===== config.mk =====
export PLATFORM = sky130hd
export DESIGN_NAME = advanced_fifo_controller_flat
export DESIGN_NICKNAME = d
export VERILOG_FILES = /design/src/rtl/advanced_fifo_controller_if.sv /design/src/rtl/advanced_fifo_controller.sv /design/src/flat_wrapper.sv
export SDC_FILE = /design/constraint.sdc
export NUM_CORES = 1
export LEC_CHECK = 0
export BUFFER_PORTS_ARGS = -buffer_cell sky130_fd_sc_hd__buf_2
export CORE_UTILIZATION = 42
export DETAILED_ROUTE_END_ITERATION = 10
export PLACE_DENSITY = 0.86
export SLEW_MARGIN = 20
export SYNTH_ARGS = -nofsm -noshare
export SYNTH_HDL_FRONTEND = slang
export SYNTH_SLANG_ARGS = --single-unit

===== constraint.sdc =====
create_clock -name clock -period 2.95 [get_ports clock]
set_clock_uncertainty 0.1 [all_clocks]
set_input_delay 0.1475 -clock clock [delete_from_list [all_inputs] [get_ports clock]]
set_output_delay 0.1475 -clock clock [all_outputs]
set_load 0.01 [all_outputs]

===== src/rtl/advanced_fifo_controller_if.sv =====
// User-side handshake bundle of the FIFO controller: write request/data,
// read request and the read data returned by the controller.
interface advanced_fifo_controller_if #(
    parameter int WIDTH = 8
);
    logic             write_enable;
    logic [WIDTH-1:0] write_data;
    logic             read_enable;
    logic [WIDTH-1:0] read_data;

    // Producer/consumer side drives requests and samples read data.
    modport master (
        output write_enable,
        output write_data,
        output read_enable,
        input  read_data
    );

    // FIFO controller side.
    modport slave (
        input  write_enable,
        input  write_data,
        input  read_enable,
        output read_data
    );
endinterface


===== src/rtl/advanced_fifo_controller.sv =====
// FIFO controller for an external memory with combinational read.
// Pointers are kept as address plus lap bit so any DEPTH >= 2 works.
// Optional sticky overflow/underflow flags are built only when the macro
// ADVANCED_FIFO_CONTROLLER_ERROR_FLAGS_EN is defined; otherwise both flags
// are tied low and clear_errors is ignored.
module advanced_fifo_controller #(
    parameter int WIDTH                  = 8,
    parameter int DEPTH                  = 4,
    parameter int DEPTH_LOG2             = $clog2(DEPTH),
    parameter int ALMOST_FULL_THRESHOLD  = DEPTH - 1,
    parameter int ALMOST_EMPTY_THRESHOLD = 1
) (
    input  logic                  clock,
    input  logic                  resetn,
    advanced_fifo_controller_if.slave bus,
    output logic                  full,
    output logic                  empty,
    output logic                  almost_full,
    output logic                  almost_empty,
    output logic [DEPTH_LOG2:0]   level,
    output logic                  overflow,
    output logic                  underflow,
    input  logic                  clear_errors,
    output logic                  memory_clock,
    output logic                  memory_write_enable,
    output logic [DEPTH_LOG2-1:0] memory_write_address,
    output logic [WIDTH-1:0]      memory_write_data,
    output logic                  memory_read_enable,
    output logic [DEPTH_LOG2-1:0] memory_read_address,
    input  logic [WIDTH-1:0]      memory_read_data
);
    localparam logic [DEPTH_LOG2-1:0] LAST_ADDR = DEPTH_LOG2'(DEPTH - 1);

    logic [DEPTH_LOG2-1:0] wr_addr_reg, wr_addr_next;
    logic [DEPTH_LOG2-1:0] rd_addr_reg, rd_addr_next;
    logic                  wr_lap_reg, wr_lap_next;
    logic                  rd_lap_reg, rd_lap_next;
    logic [DEPTH_LOG2:0]   level_reg, level_next;
    logic                  write_accept;
    logic                  read_accept;

    // Same address: lap bits tell an empty FIFO from a full one.
    assign empty = (wr_addr_reg == rd_addr_reg) && (wr_lap_reg == rd_lap_reg);
    assign full  = (wr_addr_reg == rd_addr_reg) && (wr_lap_reg != rd_lap_reg);

    // Requests are qualified by pre-edge status, so a write on full or a
    // read on empty never reaches the memory.
    assign write_accept = bus.write_enable && !full;
    assign read_accept  = bus.read_enable && !empty;

    assign level        = level_reg;
    assign almost_full  = (int'(level_reg) >= ALMOST_FULL_THRESHOLD);
    assign almost_empty = (int'(level_reg) <= ALMOST_EMPTY_THRESHOLD);

    assign memory_clock         = clock;
    assign memory_write_enable  = write_accept;
    assign memory_write_address = wr_addr_reg;
    assign memory_write_data    = bus.write_data;
    assign memory_read_enable   = read_accept;
    assign memory_read_address  = rd_addr_reg;
    assign bus.read_data        = memory_read_data;

    // Next pointer and level values from the accepted operations.
    always_comb begin
        wr_addr_next = wr_addr_reg;
        wr_lap_next  = wr_lap_reg;
        rd_addr_next = rd_addr_reg;
        rd_lap_next  = rd_lap_reg;
        level_next   = level_reg;
        if (write_accept) begin
            if (wr_addr_reg == LAST_ADDR) begin
                wr_addr_next = '0;
                wr_lap_next  = !wr_lap_reg;
            end else begin
                wr_addr_next = wr_addr_reg + 1'b1;
            end
        end
        if (read_accept) begin
            if (rd_addr_reg == LAST_ADDR) begin
                rd_addr_next = '0;
                rd_lap_next  = !rd_lap_reg;
            end else begin
                rd_addr_next = rd_addr_reg + 1'b1;
            end
        end
        case ({write_accept, read_accept})
            2'b10:   level_next = level_reg + 1'b1;
            2'b01:   level_next = level_reg - 1'b1;
            default: level_next = level_reg;
        endcase
    end

    // Pointer and level registers; reset discards all stored contents.
    always_ff @(posedge clock or negedge resetn) begin
        if (!resetn) begin
            wr_addr_reg <= '0;
            wr_lap_reg  <= 1'b0;
            rd_addr_reg <= '0;
            rd_lap_reg  <= 1'b0;
            level_reg   <= '0;
        end else begin
            wr_addr_reg <= wr_addr_next;
            wr_lap_reg  <= wr_lap_next;
            rd_addr_reg <= rd_addr_next;
            rd_lap_reg  <= rd_lap_next;
            level_reg   <= level_next;
        end
    end

`ifdef ADVANCED_FIFO_CONTROLLER_ERROR_FLAGS_EN
    logic overflow_reg;
    logic underflow_reg;

    // Sticky error flags; a new error in the clearing cycle keeps the flag set.
    always_ff @(posedge clock or negedge resetn) begin
        if (!resetn) begin
            overflow_reg  <= 1'b0;
            underflow_reg <= 1'b0;
        end else begin
            if (bus.write_enable && full)
                overflow_reg <= 1'b1;
            else if (clear_errors)
                overflow_reg <= 1'b0;
            if (bus.read_enable && empty)
                underflow_reg <= 1'b1;
            else if (clear_errors)
                underflow_reg <= 1'b0;
        end
    end

    assign overflow  = overflow_reg;
    assign underflow = underflow_reg;
`else
    logic unused_clear_errors;

    assign unused_clear_errors = clear_errors;
    assign overflow            = 1'b0;
    assign underflow           = 1'b0;
`endif
endmodule


===== src/flat_wrapper.sv =====
// flat-port wrapper written by rule: the top's interface ports become plain ports
module advanced_fifo_controller_flat 
#(
    parameter int WIDTH                  = 8,
    parameter int DEPTH                  = 4,
    parameter int DEPTH_LOG2             = $clog2(DEPTH),
    parameter int ALMOST_FULL_THRESHOLD  = DEPTH - 1,
    parameter int ALMOST_EMPTY_THRESHOLD = 1
)
  (clock, resetn, full, empty, almost_full, almost_empty, level, overflow, underflow, clear_errors, memory_clock, memory_write_enable, memory_write_address, memory_write_data, memory_read_enable, memory_read_address, memory_read_data, bus_write_enable, bus_write_data, bus_read_enable, bus_read_data);
  advanced_fifo_controller_if #(.WIDTH(WIDTH)) bus_i ();
  input  logic clock;
  input  logic resetn;
  output logic full;
  output logic empty;
  output logic almost_full;
  output logic almost_empty;
  output logic [DEPTH_LOG2:0] level;
  output logic overflow;
  output logic underflow;
  input  logic clear_errors;
  output logic memory_clock;
  output logic memory_write_enable;
  output logic [DEPTH_LOG2-1:0] memory_write_address;
  output logic [WIDTH-1:0] memory_write_data;
  output logic memory_read_enable;
  output logic [DEPTH_LOG2-1:0] memory_read_address;
  input  logic [WIDTH-1:0] memory_read_data;
  input wire logic [$bits(bus_i.write_enable)-1:0] bus_write_enable;
  input wire logic [$bits(bus_i.write_data)-1:0] bus_write_data;
  input wire logic [$bits(bus_i.read_enable)-1:0] bus_read_enable;
  output wire logic [$bits(bus_i.read_data)-1:0] bus_read_data;
  assign bus_i.write_enable = bus_write_enable;
  assign bus_i.write_data = bus_write_data;
  assign bus_i.read_enable = bus_read_enable;
  assign bus_read_data = bus_i.read_data;
  advanced_fifo_controller #(.WIDTH(WIDTH), .DEPTH(DEPTH), .DEPTH_LOG2(DEPTH_LOG2), .ALMOST_FULL_THRESHOLD(ALMOST_FULL_THRESHOLD), .ALMOST_EMPTY_THRESHOLD(ALMOST_EMPTY_THRESHOLD)) u_core (.clock(clock), .resetn(resetn), .bus(bus_i), .full(full), .empty(empty), .almost_full(almost_full), .almost_empty(almost_empty), .level(level), .overflow(overflow), .underflow(underflow), .clear_errors(clear_errors), .memory_clock(memory_clock), .memory_write_enable(memory_write_enable), .memory_write_address(memory_write_address), .memory_write_data(memory_write_data), .memory_read_enable(memory_read_enable), .memory_read_address(memory_read_address), .memory_read_data(memory_read_data));
endmodule

==> metrics.yaml, run 1 <==
io_pins: 53
status: "complete, no violations"
synthToLayoutAreaGrowth_pct: 6.129
grt_pass1_wl_um: 2766
worst_ep_arrival_time_ns: 2.42
cts_tree: "done"
p_leak_nw: 0.4078
cap_violations: 0
ys_seq_area_share_pct: 26.91
setup_viol: 0
worst_setup_path_end_kind: "register"
rsz0062_at_grt: "false"
die_w_um: 46.64
worstReg2RegEnd: "u_core.level[2]$_DFFE_PN0P_"
syn_inst: 93
drc: 0
wl_um: 1657
layout_common_cells: "buf_2, dfrtp_1, nand2_1"
antenna_found_initial: 0
start_util_pct: 46.46
fmax_mhz: 446.3
grt_pass1_vias: 649
coreArea_mm2: 0.001802
drive_gt1_share_pct: 26.73
rrSetupSlack_ns: 0.71
reg2reg_from: "u_core.memory_read_address[1]$_DFFE_PN0P_"
place.gp.congestion: 0.8105
worst_slack_ns: 0.7095
insertion_delay_ns: 0.39
power.density_mw_per_mm2: 1385
cts_setup_buffers: 0
synth.area.top_cells: "dfrtp_1, buf_4, ha_1"
yosys_register_bits: 9
grt_overflow_total: 0
fin_crit_sh_pct: 75.95
io_buffers: 17
grt_max_degree: 10
cts_resized: 0
place_ws_ns: 0.7213
yosys.area.top_type: "dfrtp_1"
synthArstFlopShare_pct: 100.0
antenna_cells: 0
syn_area_per_cell_um2: 9.001
final_common_cell: "buf_2"
rows: 15
final_nets: 130
vias: 673
hold_violations: 0
tns_ns: 0
path_max_fanout: 8
dr.pass1.iters: 4
grt_use_total_pct: 19.21
ys.flop_type: "dfrtp_1"
crit_type: "reg -> reg"
fill_cells: 179
clk_pin_slew_ns: 0.07
dr.first_iter.drc_count: 17
synth-edff-count: 0
relSlewSlack_pct: 64.06
vias_per_cell: 5.341
maxSlewViolCount: 0
synth_top_area_share_pct: 26.91
die_h_um: 46.64
die_area_mm2: 0.002175
period_minus_slack_ns: 2.240
vdd_ir_drop_max_mv: 0.9687
critPathLaunchType: "register"
synth_cell_types: 29
required_ns: 3.13
largest_reg_flops: 3
ant_nets: 0
reg2reg_depth: 7
finalPower_mw: 1.231
yosysWarnings: 0
syn_area_um2: 837.1
worstMarginPinSlew_ns: 0.5353
dp_hpwl_um: 1178
hold_class: "in -> async"
wl_per_cell_um: 13.15
synth_stat cells, types with 2 or more instances:
cell type and n:
a21oi_1 3, buf_4 19, dfrtp_1 9, ha_1 7
inv_1 7, nand2_1 8, nor2_1 4, nor2b_1 3
nor3_1 2, o2111ai_1 2, o21a_1 2, o21ai_1 3
o311ai_2 2, o31a_1 2, o32a_1 2, xnor2_1 4
xor2_2 2
final cells by class:
type | count | area, µm² | area share [%]
clock buffer | 8 | 53.80 | 6.056
inverter | 7 | 26.28 | 2.958
multi-input combinational | 58 | 441.7 | 49.72
sequential | 9 | 225.2 | 25.35
tap | 25 | 31.28 | 3.521
timing repair buffer | 19 | 110.1 | 12.39
routing by layer:
metal / global-route usage, % / share of wire [%] / wire length (µm)
met5: 0 / 0 / 0
met4: 19.43 / 3.7 / 61
met3: 5.882 / 7.1 / 117
met2: 28.33 / 46 / 759
met1: 21.01 / 43 / 719
cells by family (layout without fill, tap and decap cells):
group	Yosys count	count (layout)	share of synthesized area [%]
xor gates and xnor gates	7	7	9.118
AOI/OAI and AO/OA	21	21	20.18
other	1	2	0.4480
buffers and inverters	27	34	20.78
DFF	9	9	26.91
adders and majority gates	7	7	10.46
and+or+nand+nor	21	21	12.11
worst max-delay path, cell delays in order (launching register included):
cell and delay (ns):
dfrtp_1 0.47, xor2_1 0.24, or2_1 0.37, o21a_1 0.23, ha_1 0.36, nor3b_1 0.20
o21ai_1 0.09, o311ai_0 0.09
power by group:
group	internal, mW	leakage (nW)	switching, mW
sequential	0.191	0.108	0.117
combinational	0.322	0.267	0.420
clock	0.107	0.0327	0.0743
stage by stage:
stage	instance area, µm²	std cells	hold WS (ns)	utilization [%]
2_1_floorplan	840.8	94	-0.2481	-
3_3_place_gp	809.5	116	-0.08902	44.93
3_5_place_dp	809.5	116	-0.08513	44.93
4_1_cts	888.4	126	0.04309	49.31
5_1_grt	888.4	126	0.08363	49.31
6_report	888.4	126	0.03746	49.31
what timing repair did:
action | CTS | global route
endpoints found under the hold margin | 11 | 0
setup endpoints to repair | 0 | 0
hold buffers | 3 | 0
how the worst max path moves through the flow:
stage | start | to | cells past startpoint
after CTS | u_core.memory_read_address[1]$_DFFE_PN0P_ | u_core.level[2]$_DFFE_PN0P_ | 7
after global placement | u_core.memory_write_address[0]$_DFFE_PN0P_ | u_core.level[2]$_DFFE_PN0P_ | 7
after global routing | u_core.memory_read_address[1]$_DFFE_PN0P_ | u_core.level[2]$_DFFE_PN0P_ | 7
final | u_core.memory_read_address[1]$_DFFE_PN0P_ | u_core.level[2]$_DFFE_PN0P_ | 7
after detailed placement | u_core.memory_read_address[1]$_DFFE_PN0P_ | u_core.level[2]$_DFFE_PN0P_ | 7
after floorplan | u_core.memory_read_address[1]$_DFFE_PN0P_ | u_core.level[2]$_DFFE_PN0P_ | 8
Power figures use the tool's default switching activity.
==> inputs of run 2 (changes only) <==
==> constraint.sdc (replaced) <==
create_clock -name clock -period 2.2 [get_ports clock]
set_clock_uncertainty 0.1 [all_clocks]
set_input_delay 0.11 -clock clock [delete_from_list [all_inputs] [get_ports clock]]
set_output_delay 0.11 -clock clock [all_outputs]
set_load 0.01 [all_outputs]
==> run 2 against run 1 <==
Effect of this change: critical path type unchanged; design area up 5.8%; fmax up 7.1%; count of clock-buffer cells in the layout down 1; final cell count up 4.8%; die area unchanged; routed wire length up 3.3%.
==> metrics.yaml, run 2 (synthesis gave the netlist of run 1 again) <==
largest_reg_flops: 3  # unchanged
critPathLaunchType: "register"
start_util_pct: 46.46  # unchanged
final_common_cell: "buf_2"
coreArea_mm2: 0.001802  # unchanged
comb_power_share_pct: 66.5  # +6.2 points
crit_family: "compound AO/OA/AOI/OAI gates"
fmax_mhz: 478.0  # +7.1%
ant_nets: 0  # unchanged
required_ns: 2.35  # -0.78 ns
wl_um: 1711  # +3.3%
die_h_um: 46.64  # unchanged
hold_class: "in -> async"
fin_area_um2: 939.7  # +5.8%
die_area_mm2: 0.002175  # unchanged
worstSetupStartpoint: "u_core.memory_write_address[0]$_DFFE_PN0P_"
synthToLayoutAreaGrowth_pct: 12.26
crit_chain: "xor2_2, or2_1, o21a_1, ha_1, nor3b_2, o21ai_1, o311ai_0"
p_leak_nw: 0.4409  # +8.1%
wl_per_cell_um: 12.96  # -1.4%
dr.first_iter.drc_count: 28  # +11
rrSetupSlack_ns: 0.11  # -0.60 ns
slowest_delay_ns: 0.41  # -0.06 ns
place.gp.congestion: 0.8280  # +2.2%
clk_pin_slew_ns: 0.06  # about the same
path_max_fanout: 7  # -1
grt_use_total_pct: 18.67  # -0.54 points
crit_slowest_cell: "dfrtp_1"
antenna_found_initial: 0  # unchanged
seq_power_share_pct: 20.3  # -4.7 points
worst_ep_arrival_time_ns: 2.24  # -0.18 ns
critPathBufInv: 0  # unchanged
vias_per_cell: 5.265  # -1.4%
grt_max_degree: 10  # unchanged
fill_cells: 167  # -6.7%
p_clk_share_pct: 13.2  # -1.5 points
rows: 15  # unchanged
power.net_switching_mw: 0.8513  # +39%
dr.pass1.iters: 4  # unchanged
hold_violations: 0  # unchanged
dpl_cell_area_um2: 854.6  # +5.6%
final_nets: 136  # +4.6%
insertion_delay_ns: 0.38  # about the same
status: "complete, no violations"
grt_pass1_wl_um: 2573  # -7.0%
reg2reg_from: "u_core.memory_write_address[0]$_DFFE_PN0P_"
instances_no_fill: 132  # +4.8%
setup_viol: 0  # unchanged
drc: 0  # unchanged
layout_common_cells: "buf_2, dfrtp_1, nand2_1"
cap_violations: 0  # unchanged
place_inst: 122  # +5.2%
internal-power_mw: 0.9257  # +49%
drive_gt1_share_pct: 32.71  # +6.0 points
io_pins: 53  # unchanged
dp_hpwl_um: 1237  # +5.0%
finalPower_mw: 1.777  # +44%
die_w_um: 46.64  # unchanged
power.density_mw_per_mm2: 1891  # +37%
antenna_cells: 0  # unchanged
io_buffers: 17  # unchanged
vdd_ir_drop_max_mv: 1.034  # +6.7%
tns_ns: 0  # unchanged
grt_pass1_vias: 585  # -9.9%
p_sw_share_pct: 47.90  # -1.8 points
grt_overflow_total: 0  # unchanged
cts_tree: "done"
maxSlewViolCount: 0  # unchanged
period_minus_slack_ns: 2.092  # -0.1486 ns
crit_type: "reg -> reg"
vias: 695  # +3.3%
fin_crit_sh_pct: 95.09  # +19 points
rsz0062_at_grt: "false"
worst_setup_path_end_kind: "register"
run 2: cell types whose count changed in the layout (fill, tap and decap cells not counted):
| cell | previous run | this run |
|---|---|---|
| nor3b_2 | 0 | 1 |
| nor3b_1 | 1 | 0 |
| clkinv_2 | 0 | 1 |
| clkbuf_1 | 1 | 0 |
| buf_4 | 0 | 6 |
run 2: area by class of cell:
class	instances	area [µm²]	area share, %
inverter	7	26.28	2.796
multi-input combinational	58	446.7	47.54
sequential	9	225.2	23.97
clock inverter	1	5.005	0.5326
clock buffer	7	50.05	5.326
tap	25	31.28	3.329
timing repair buffer	25	155.1	16.51
run 2: what timing repair did:
item | 4_1_cts | 5_1_grt
hold buffers | 3 | 0
gates resized for setup | 0 | 1
setup buffers | 0 | 0
endpoints found under the hold margin | 11 | 0
setup endpoints to repair | 0 | 1
run 2: per-layer routing:
metal / wire [µm] / GRT usage [%] / vias to the layer above
li1: - / - / 333
met4: 34 / 13.71 / 0
met3: 125 / 9.412 / 9
met2: 800 / 26.39 / 24
met1: 751 / 21.38 / 329
met5: 0 / 0 / -
run 2: worst paths after layout:
| kind | cells after the start | endpoint |
|---|---|---|
| max | 7 | u_core.level[2]$_DFFE_PN0P_ |
| min | 2 | u_core.level[2]$_DFFE_PN0P_ |
| max reg2reg | 7 | u_core.level[2]$_DFFE_PN0P_ |
| min reg2reg | 2 | u_core.level[1]$_DFFE_PN0P_ |
| max in group asynchronous | 2 | u_core.wr_lap_reg$_DFFE_PN0P_ |
| min in group clock | 0 | bus_read_data[1] |
run 2: metrics by stage:
stage	setup slack, ns	hold slack [ns]	utilization [%]
detailed placement	0.1422	-0.1275	47.43
global route	0.01851	0.02983	52.15
global placement	0.1969	-0.1300	47.43
floorplan	0.01481	-0.2856	-
finish	0.1081	0.02659	52.15
CTS	0.1207	0.007120	51.88
run 2: power by group through the flow:
stage	clock [mW]	sequential, mW	combinational [mW]
3_5_place_dp	0.0275	0.362	1.16
6_report	0.234	0.361	1.18
4_1_cts	0.242	0.361	1.18
5_1_grt	0.253	0.377	1.29
3_3_place_gp	0.0275	0.352	1.09
2_1_floorplan	0.0375	0.421	0.722
